## src/rtl/fetch_unit_if.sv

```systemverilog
`default_nettype none
// +----------------------------------------------------------------------+
// | fetch_unit_if : instruction-memory, IF/ID and redirect signal bundle  |
// | Rev 1.0                                                               |
// +----------------------------------------------------------------------+
interface fetch_unit_if;
  logic        imem_req;
  logic [31:0] imem_addr;
  logic        imem_rvalid;
  logic [31:0] imem_rdata;
  logic        id_write;
  logic [31:0] PC_out;
  logic [31:0] IR_out;
  logic        out_valid;
  logic        redirect;
  logic [31:0] redirect_pc;
  logic        fetch_fault;

  modport master (
    output imem_req, imem_addr, PC_out, IR_out, out_valid, fetch_fault,
    input  imem_rvalid, imem_rdata, id_write, redirect, redirect_pc
  );

  modport slave (
    input  imem_req, imem_addr, PC_out, IR_out, out_valid, fetch_fault,
    output imem_rvalid, imem_rdata, id_write, redirect, redirect_pc
  );
endinterface
`default_nettype wire

```

## src/rtl/fetch_unit.sv

```systemverilog
`default_nettype none
// +----------------------------------------------------------------------+
// | fetch_unit : PC, variable-latency imem fetch, IF/ID output FIFO.      |
// | Optional macro FETCH_ALIGN_CHECK_EN: sticky fault on misaligned jump. |
// | Rev 1.0                                                               |
// +----------------------------------------------------------------------+
module fetch_unit #(
  parameter logic [31:0] RESET_PC  = 32'h0000_0000,
  parameter int          BUF_DEPTH = 2
) (
  input  wire logic    clk,
  input  wire logic    rst,
  fetch_unit_if.master bus
);
  localparam int                 c_PTR_W   = (BUF_DEPTH > 1) ? $clog2(BUF_DEPTH) : 1;
  localparam logic [c_PTR_W:0]   c_DEPTH   = (c_PTR_W + 1)'(BUF_DEPTH);
  localparam logic [c_PTR_W:0]   c_CNT_ONE = (c_PTR_W + 1)'(1);
  localparam logic [c_PTR_W-1:0] c_PTR_ONE = c_PTR_W'(1);

  localparam logic [1:0] c_IDLE = 2'd0;
  localparam logic [1:0] c_WAIT = 2'd1;
  localparam logic [1:0] c_DROP = 2'd2;

  logic [1:0]         r_state;
  logic [1:0]         w_state_nxt;
  logic [31:0]        r_pc;
  logic [31:0]        r_pc_req;
  logic [31:0]        r_pc_mem [BUF_DEPTH];
  logic [31:0]        r_ir_mem [BUF_DEPTH];
  logic [c_PTR_W-1:0] r_rd_ptr;
  logic [c_PTR_W-1:0] r_wr_ptr;
  logic [c_PTR_W:0]   r_count;
  logic [31:0]        w_target;
  logic               w_fault;
  logic               w_nonempty;
  logic               w_space;
  logic               w_req;
  logic               w_push;
  logic               w_pop;

`ifdef FETCH_ALIGN_CHECK_EN
  logic r_fault;

  always_ff @(posedge clk or posedge rst) begin
    if (rst)
      r_fault <= 1'b0;
    else if (bus.redirect && (bus.redirect_pc[1:0] != 2'b00))
      r_fault <= 1'b1;
  end

  assign w_target = bus.redirect_pc;
  assign w_fault  = r_fault;
`else
  logic w_unused_align;

  assign w_unused_align = ^bus.redirect_pc[1:0];
  assign w_target       = {bus.redirect_pc[31:2], 2'b00};
  assign w_fault        = 1'b0;
`endif

  // A pop in the same cycle never frees space for a new request.
  assign w_nonempty = (r_count != '0);
  assign w_space    = (r_count < c_DEPTH);
  assign w_req      = !rst && (r_state == c_IDLE) && w_space && !bus.redirect && !w_fault;
  assign w_push     = (r_state == c_WAIT) && bus.imem_rvalid && !bus.redirect;
  assign w_pop      = w_nonempty && bus.id_write && !bus.redirect;

  always_comb begin
    w_state_nxt = r_state;
    case (r_state)
      c_IDLE:  if (w_req) w_state_nxt = c_WAIT;
      c_WAIT: begin
        if (bus.imem_rvalid)
          w_state_nxt = c_IDLE;
        else if (bus.redirect)
          w_state_nxt = c_DROP;
      end
      c_DROP:  if (bus.imem_rvalid) w_state_nxt = c_IDLE;
      default: w_state_nxt = c_IDLE;
    endcase
  end

  always_ff @(posedge clk or posedge rst) begin
    if (rst) begin
      r_state  <= c_IDLE;
      r_pc     <= RESET_PC;
      r_pc_req <= RESET_PC;
      r_rd_ptr <= '0;
      r_wr_ptr <= '0;
      r_count  <= '0;
    end else begin
      r_state <= w_state_nxt;
      if (bus.redirect) begin
        r_pc     <= w_target;
        r_rd_ptr <= '0;
        r_wr_ptr <= '0;
        r_count  <= '0;
      end else begin
        if (w_req) begin
          r_pc_req <= r_pc;
          r_pc     <= r_pc + 32'd4;
        end
        if (w_push)
          r_wr_ptr <= r_wr_ptr + c_PTR_ONE;
        if (w_pop)
          r_rd_ptr <= r_rd_ptr + c_PTR_ONE;
        if (w_push && !w_pop)
          r_count <= r_count + c_CNT_ONE;
        else if (w_pop && !w_push)
          r_count <= r_count - c_CNT_ONE;
      end
    end
  end

  // Storage needs no reset: the head is only visible while occupancy is non-zero.
  always_ff @(posedge clk) begin
    if (w_push) begin
      r_pc_mem[r_wr_ptr] <= r_pc_req + 32'd4;
      r_ir_mem[r_wr_ptr] <= bus.imem_rdata;
    end
  end

  assign bus.imem_req    = w_req;
  assign bus.imem_addr   = r_pc;
  assign bus.out_valid   = w_nonempty;
  assign bus.PC_out      = w_nonempty ? r_pc_mem[r_rd_ptr] : 32'h0;
  assign bus.IR_out      = w_nonempty ? r_ir_mem[r_rd_ptr] : 32'h0;
  assign bus.fetch_fault = w_fault;

endmodule
`default_nettype wire
```

## src/flat_wrapper.sv

```systemverilog
// flat-port wrapper written by rule: the top's interface ports become plain ports
module fetch_unit_flat 
#(
  parameter logic [31:0] RESET_PC  = 32'h0000_0000,
  parameter int          BUF_DEPTH = 2
)
  (clk, rst, bus_imem_req, bus_imem_addr, bus_PC_out, bus_IR_out, bus_out_valid, bus_fetch_fault, bus_imem_rvalid, bus_imem_rdata, bus_id_write, bus_redirect, bus_redirect_pc);
  fetch_unit_if bus_i ();
  input  wire logic clk;
  input  wire logic rst;
  output wire logic [$bits(bus_i.imem_req)-1:0] bus_imem_req;
  output wire logic [$bits(bus_i.imem_addr)-1:0] bus_imem_addr;
  output wire logic [$bits(bus_i.PC_out)-1:0] bus_PC_out;
  output wire logic [$bits(bus_i.IR_out)-1:0] bus_IR_out;
  output wire logic [$bits(bus_i.out_valid)-1:0] bus_out_valid;
  output wire logic [$bits(bus_i.fetch_fault)-1:0] bus_fetch_fault;
  input wire logic [$bits(bus_i.imem_rvalid)-1:0] bus_imem_rvalid;
  input wire logic [$bits(bus_i.imem_rdata)-1:0] bus_imem_rdata;
  input wire logic [$bits(bus_i.id_write)-1:0] bus_id_write;
  input wire logic [$bits(bus_i.redirect)-1:0] bus_redirect;
  input wire logic [$bits(bus_i.redirect_pc)-1:0] bus_redirect_pc;
  assign bus_imem_req = bus_i.imem_req;
  assign bus_imem_addr = bus_i.imem_addr;
  assign bus_PC_out = bus_i.PC_out;
  assign bus_IR_out = bus_i.IR_out;
  assign bus_out_valid = bus_i.out_valid;
  assign bus_fetch_fault = bus_i.fetch_fault;
  assign bus_i.imem_rvalid = bus_imem_rvalid;
  assign bus_i.imem_rdata = bus_imem_rdata;
  assign bus_i.id_write = bus_id_write;
  assign bus_i.redirect = bus_redirect;
  assign bus_i.redirect_pc = bus_redirect_pc;
  fetch_unit #(.RESET_PC(RESET_PC), .BUF_DEPTH(BUF_DEPTH)) u_core (.clk(clk), .rst(rst), .bus(bus_i));
endmodule
```

## config.mk

```make
export PLATFORM = sky130hd
export DESIGN_NAME = fetch_unit_flat
export DESIGN_NICKNAME = d
export VERILOG_FILES = /design/src/rtl/fetch_unit_if.sv /design/src/rtl/fetch_unit.sv /design/src/flat_wrapper.sv
export SDC_FILE = /design/constraint.sdc
export NUM_CORES = 1
export LEC_CHECK = 0
export CORE_MARGIN = 5
export CORE_UTILIZATION = 25
export DETAILED_ROUTE_END_ITERATION = 8
export HOLD_SLACK_MARGIN = 0.02
export PLACE_DENSITY = 0.45
export RECOVER_POWER = 25
export SETUP_SLACK_MARGIN = 0.02
export SLEW_MARGIN = 20
export SYNTH_ARGS = -nofsm -noshare
export SYNTH_HDL_FRONTEND = slang
export SYNTH_SLANG_ARGS = --single-unit
```

## constraint.sdc

```tcl
create_clock -name clk -period 7.33 [get_ports clk]
set_input_delay 1.0995 -clock clk [delete_from_list [all_inputs] [get_ports clk]]
set_output_delay 1.0995 -clock clk [all_outputs]
set_load 0.01 [all_outputs]
```

# After elaboration in Yosys (flattened, before gate mapping)
# Memory sizes are Yosys's and may differ from the RTL's.
# Cells that the tools add are included.
[word_totals]
regBits = 70
ram_bits = 128
elab_cells = 60
n_memories = 2
[mem_list]
columns = ["memory", "depth", "word_bits", "rd", "rd_clocked_by_memory_dff", "write_ports", "line", "source"]
rows = [
  ["u_core.r_ir_mem", 2, 32, 1, 0, 1, "fetch_unit.sv:29", "logic [31:0] r_ir_mem [BUF_DEPTH];"],
  ["u_core.r_pc_mem", 2, 32, 1, 0, 1, "fetch_unit.sv:28", "logic [31:0] r_pc_mem [BUF_DEPTH];"],
]
[classes]
n_addsub = 6
n_lt_le_gt_ge = 1
n_eq_ne = 5
mux = 18
bitwise_logic = 1
reduce_logical = 21
[ops]
columns = ["operator", "count"]
rows = [
  ["$mux W32", 4],
  ["$add A32 B3 Y32 const B", 2],
  ["$mux W2", 7],
  ["$logic_and A1 B1 Y1", 9],
  ["$reduce_bool A2 Y1", 4],
  ["$mux W1", 6],
  ["$pmux W2 S3", 1],
  ["$logic_not A1 Y1", 4],
  ["$ne A2 B2 Y1 const B", 2],
  ["$ne A3 B3 Y1 const B", 1],
  ["$reduce_and A3 Y1", 1],
  ["$reduce_bool A3 Y1", 1],
  ["$add A1 B1 Y1 const B", 2],
  ["$add A2 B1 Y2 const B", 1],
  ["$eq A2 B1 Y1 const B", 1],
  ["$eq A2 B2 Y1 const B", 1],
  ["$logic_not A2 Y1", 1],
  ["$lt A2 B2 Y1 const B", 1],
  ["$reduce_and A2 Y1", 1],
  ["$sub A2 B1 Y2 const B", 1],
  ["$not A1 Y1", 1],
]

# Logic depth before layout (Yosys ltp)
[depth]
word_depth = 8
ltp_mapped = 6

# Least setup slack after synthesis
# Ideal clock, no wire load.
[synth_timing]
path_type = "input -> register"
from = "input bus_redirect"
to = "memory u_core.r_ir_mem[1][0], enable pin"
setup_ns = 0.571
arrival_ns = 6.073
t_required_ns = 6.759
slack_ns = 0.686
cell_stages = 3
n_path_buf = 2
path_cell_list = "clkbuf_1 -> clkbuf_1 -> nor3b_1"
[synth_via]
elab_chain_len = 4
[synth_rtl]
columns = ["item", "line", "source"]
rows = [
  ["start, declared", "flat_wrapper.sv:20", "input wire logic [$bits(bus_i.redirect)-1:0] bus_redirect;"],
  ["$logic_not A1 Y1", "fetch_unit.sv:65", "assign w_push = (r_state == c_WAIT) && bus.imem_rvalid && !bus.redirect;"],
  ["$logic_and A1 B1 Y1", "fetch_unit.sv:65", ""],
  ["$mux W1", "fetch_unit.sv:117", "if (w_push) begin"],
  ["$mux W1 (implied by the code)", "fetch_unit.sv:119", "r_ir_mem[r_wr_ptr] <= bus.imem_rdata;"],
  ["end, declared", "fetch_unit.sv:29", ""],
]
# Every way passes these cells.

# Final worst setup path
[layout_timing]
from = "input rst"
to = "output bus_imem_req"
[layout_via]
elab_chain_len = 4
[layout_rtl]
columns = ["item", "line", "source"]
rows = [
  ["start, declared", "flat_wrapper.sv:10", "input wire logic rst;"],
  ["$logic_not A1 Y1", "fetch_unit.sv:64", "assign w_req = !rst && (r_state == c_IDLE) && w_space && !bus.redirect && !w_fault;"],
  ["$logic_and A1 B1 Y1 (3 in series)", "fetch_unit.sv:64", ""],
  ["end, declared", "flat_wrapper.sv:11", "output wire logic [$bits(bus_i.imem_req)-1:0] bus_imem_req;"],
]
# Every way passes these cells.

==> metrics.yaml <==
power:
  total_power_mw: 2.531
  vdd.ir_drop.worst_uv: 158.1
  p_per_area_mw_per_mm2: 229.5
  leakagePower_nw: 3.737
floorplan:
  fp.dieArea_mm2: 0.03711
  initial_core_util_pct: 25.50
  ioPinCount: 168
  num_rows: 66
  fp.dieW_um: 192.6
  die-height_um: 192.6
  fp.coreArea_mm2: 0.03270
clock_tree:
  clockRootBuffer: "clkbuf_16"
  numCtsBuffers: 17
  clock_sinks: 190
  post-cts-setup-buffers: 0
  cts_hold_buf: 0
  cts_tree: "yes"
  clk_pin_slew_ns: 0.08
  cts_max_path_buffers: 2
  cts_resized: 0
  h-tree-depth: 4
  clock_latency_ns: 0.44
place:
  placed_cell_area_mm2: 0.01046
  numPlacedInstances: 1232
  port_buffers: 160
  hpwl_mm: 13.89
  dp_slack_ns: 2.811
  gp_congestion: 0.7386
global_routing:
  grt_pass1_wl_mm: 31.50
  grt_pass1_vias: 5302
  antenna_found_initial: 1
  grt_overflow: 0
  grt_start_max_net_pins: 68
  grt_use_total_pct: 11.09
worst_setup_path:
  startpoint_type: "primary input"
  critical_path.cell_chain: "dlygate4sd3_1, or4_1, nor2_2, buf_4, clkdlybuf4s50_1"
  r2r_cells: 5
  required_ns: 6.23
  ff2ff_setup_slack_ns: 4.69
  cp-end-kind: "output pin"
  crit_start: "rst"
  cp_max_fo: 36
  worstReg2RegStart: "u_core.r_count[1]"
  worst-endpoint-arrival_ns: 3.50
  r2r-end: "u_core.bus.imem_addr[27]"
  crit_type: "in -> out"
  crit_path_end: "bus_imem_req"
  crit_path_top_delay_cell: "or4_1"
  slowest_delay_ns: 0.66
timing:
  setup_ws_ns: 2.732
  maxSlewViolCount: 0
  maxSlewHeadroom_pct: 15.52
  tightestPinTransition_ns: 1.266
  fin_crit_ns: 4.598
  final.setup.tns_ns: 0
  fmax_mhz: 217.5
  skew_ns: 0.01963
  finalHoldViolCount: 0
  rsz0062_at_grt: "false"
  setup-violations-final: 0
  min_period_over_period_pct: 62.73
finish:
  antenna_cells: 0
  fillers: 3349
  syn_to_final_growth_pct: 32.24
  final_cell_area_mm2: 0.01103
  nets: 880
  layout-drive-gt1-share_pct: 9.976
  finalNonFillerCells: 1264
yosys:
  netlist_instances: 645
  yosysWarnings: 0
  syn_area_mm2: 0.008339
  synth_cell_types: 38
  synth_edf_count: 124
  avgSynthCellArea_um2: 12.93
  ys.flop_type: "edfxtp_1"
  async_flop_share_pct: 34.74
  ys_seq_elements: 190
  ys_seq_area_share_pct: 64.46
flow_run:
  cap_violations: 0
routing:
  vias: 5285
  first_pass_iters: 4
  via_per_inst: 4.181
  wl_per_cell_um: 16.12
  ant_nets: 0
  dr.first_iter.drc_count: 201
  finalWirelength_mm: 20.37
  drc: 0
outcome:
  status: "finished clean"
worst_hold_path:
  hp-class: "reg -> reg"
Yosys cell counts (2+ instances only):
cell type | number | area [um2]
mux2i_1 | 65 | 650.6
buf_4 | 5 | 37.54
and2_1 | 3 | 18.77
o21ai_0 | 22 | 110.1
nand2_1 | 58 | 217.7
and4_1 | 2 | 17.52
ha_1 | 2 | 25.02
nor4_1 | 4 | 25.02
edfxtp_1 | 124 | 3724
and3_1 | 6 | 37.54
nor2b_1 | 4 | 25.02
nor4_2 | 3 | 37.54
nand3_1 | 28 | 140.1
or4_1 | 3 | 22.52
xor2_1 | 30 | 262.8
inv_1 | 9 | 33.78
dfrtp_1 | 66 | 1652
nor3_1 | 9 | 45.04
nor4_4 | 3 | 63.81
mux2_2 | 26 | 292.8
nand4_1 | 14 | 87.58
a21oi_1 | 3 | 15.01
clkbuf_1 | 20 | 75.07
o21ai_1 | 11 | 55.05
xnor2_1 | 28 | 245.2
nor2_1 | 84 | 315.3
buf_2 | 2 | 10.01
routing by layer:
metal	track usage, %	up-vias	wire [um]
li1	-	2626	-
met1	15.50	2526	10020
met2	16.64	122	9057
met3	3.546	9	1173
met4	2.880	2	119
met5	0	-	7
power by group:
| group | switching [mW] | total [mW] | internal (mW) |
|---|---|---|---|
| combinational | 0.143 | 0.304 | 0.161 |
| clock | 0.447 | 0.901 | 0.455 |
| sequential | 0.0876 | 1.33 | 1.24 |
through the flow:
| step | utilization (%) | hold slack, ns |
|---|---|---|
| after CTS | 33.75 | 0.5655 |
| after global routing | 33.72 | 0.5842 |
| final | 33.72 | 0.5518 |
| after detailed placement | 31.99 | 0.5450 |
| after floorplan | - | 0.5011 |
| after global placement | 31.99 | 0.5409 |
worst min-delay path by stage:
stage	slack, ns	depth (start not counted)	to	start
2_1_floorplan	0.50	1	u_core.r_pc_req[31]	u_core.r_pc_req[31]
3_3_place_gp	0.54	1	u_core.r_pc_req[31]	u_core.r_pc_req[31]
3_5_place_dp	0.55	1	u_core.r_pc_req[31]	u_core.r_pc_req[31]
4_1_cts	0.57	1	u_core.r_pc_req[31]	u_core.r_pc_req[31]
5_1_grt	0.58	1	u_core.r_pc_req[31]	u_core.r_pc_req[31]
6_report	0.55	1	u_core.r_pc_req[31]	u_core.r_pc_req[31]
critical path: cells and delay by family:
family / cells / cell delay [ns]
and+or+nand+nor: 2 / 0.81
buffers and inverters: 3 / 1.57
cells in the final DEF, fill, tap and decap left out, types with 9 or more instances in the layout:
master           instances
clkdlybuf4s50_1        125
edfxtp_1               124
nor2_1                  83
mux2i_1                 65
dfrtp_1                 65
nand2_1                 58
dlygate4sd3_1           34
xor2_1                  30
xnor2_1                 28
nand3_1                 28
mux2_2                  26
o21ai_0                 22
clkbuf_16               17
nand4_1                 14
o21ai_1                 11
inv_1                    9
layout make-up:
type / instances / area, um2 / share of cell area, %
Multi-Input combinational cell: 421 / 2825 / 25.62
Clock buffer: 17 / 425.4 / 3.857
Inverter: 9 / 33.78 / 0.3063
Timing Repair Buffer: 170 / 1664 / 15.09
Clock inverter: 15 / 147.6 / 1.339
Sequential cell: 190 / 5379 / 48.77
Tap cell: 442 / 553.0 / 5.015
registers in the layout, indices dropped and copies added (netlist names):
| name | count |
|---|---|
| u_core.r_ir_mem | 64 |
| u_core.r_pc_mem | 60 |
| u_core.bus.imem_addr | 30 |
| u_core.r_pc_req | 30 |
| u_core.r_count | 2 |
| u_core.r_state | 2 |
| u_core.r_rd_ptr | 1 |
| u_core.r_wr_ptr | 1 |
kinds of logic after synthesis:
family	after synthesis	synth area share, %
other	1	0.04497
adders and majority gates	2	0.3000
and+or+nand+nor	228	13.49
AOI/OAI and AO/OA	37	2.251
DFF	190	64.46
xor gates and xnor gates	58	6.092
buffers and inverters	38	2.055
muxes	91	11.31
(Power assumes the default switching activity.)
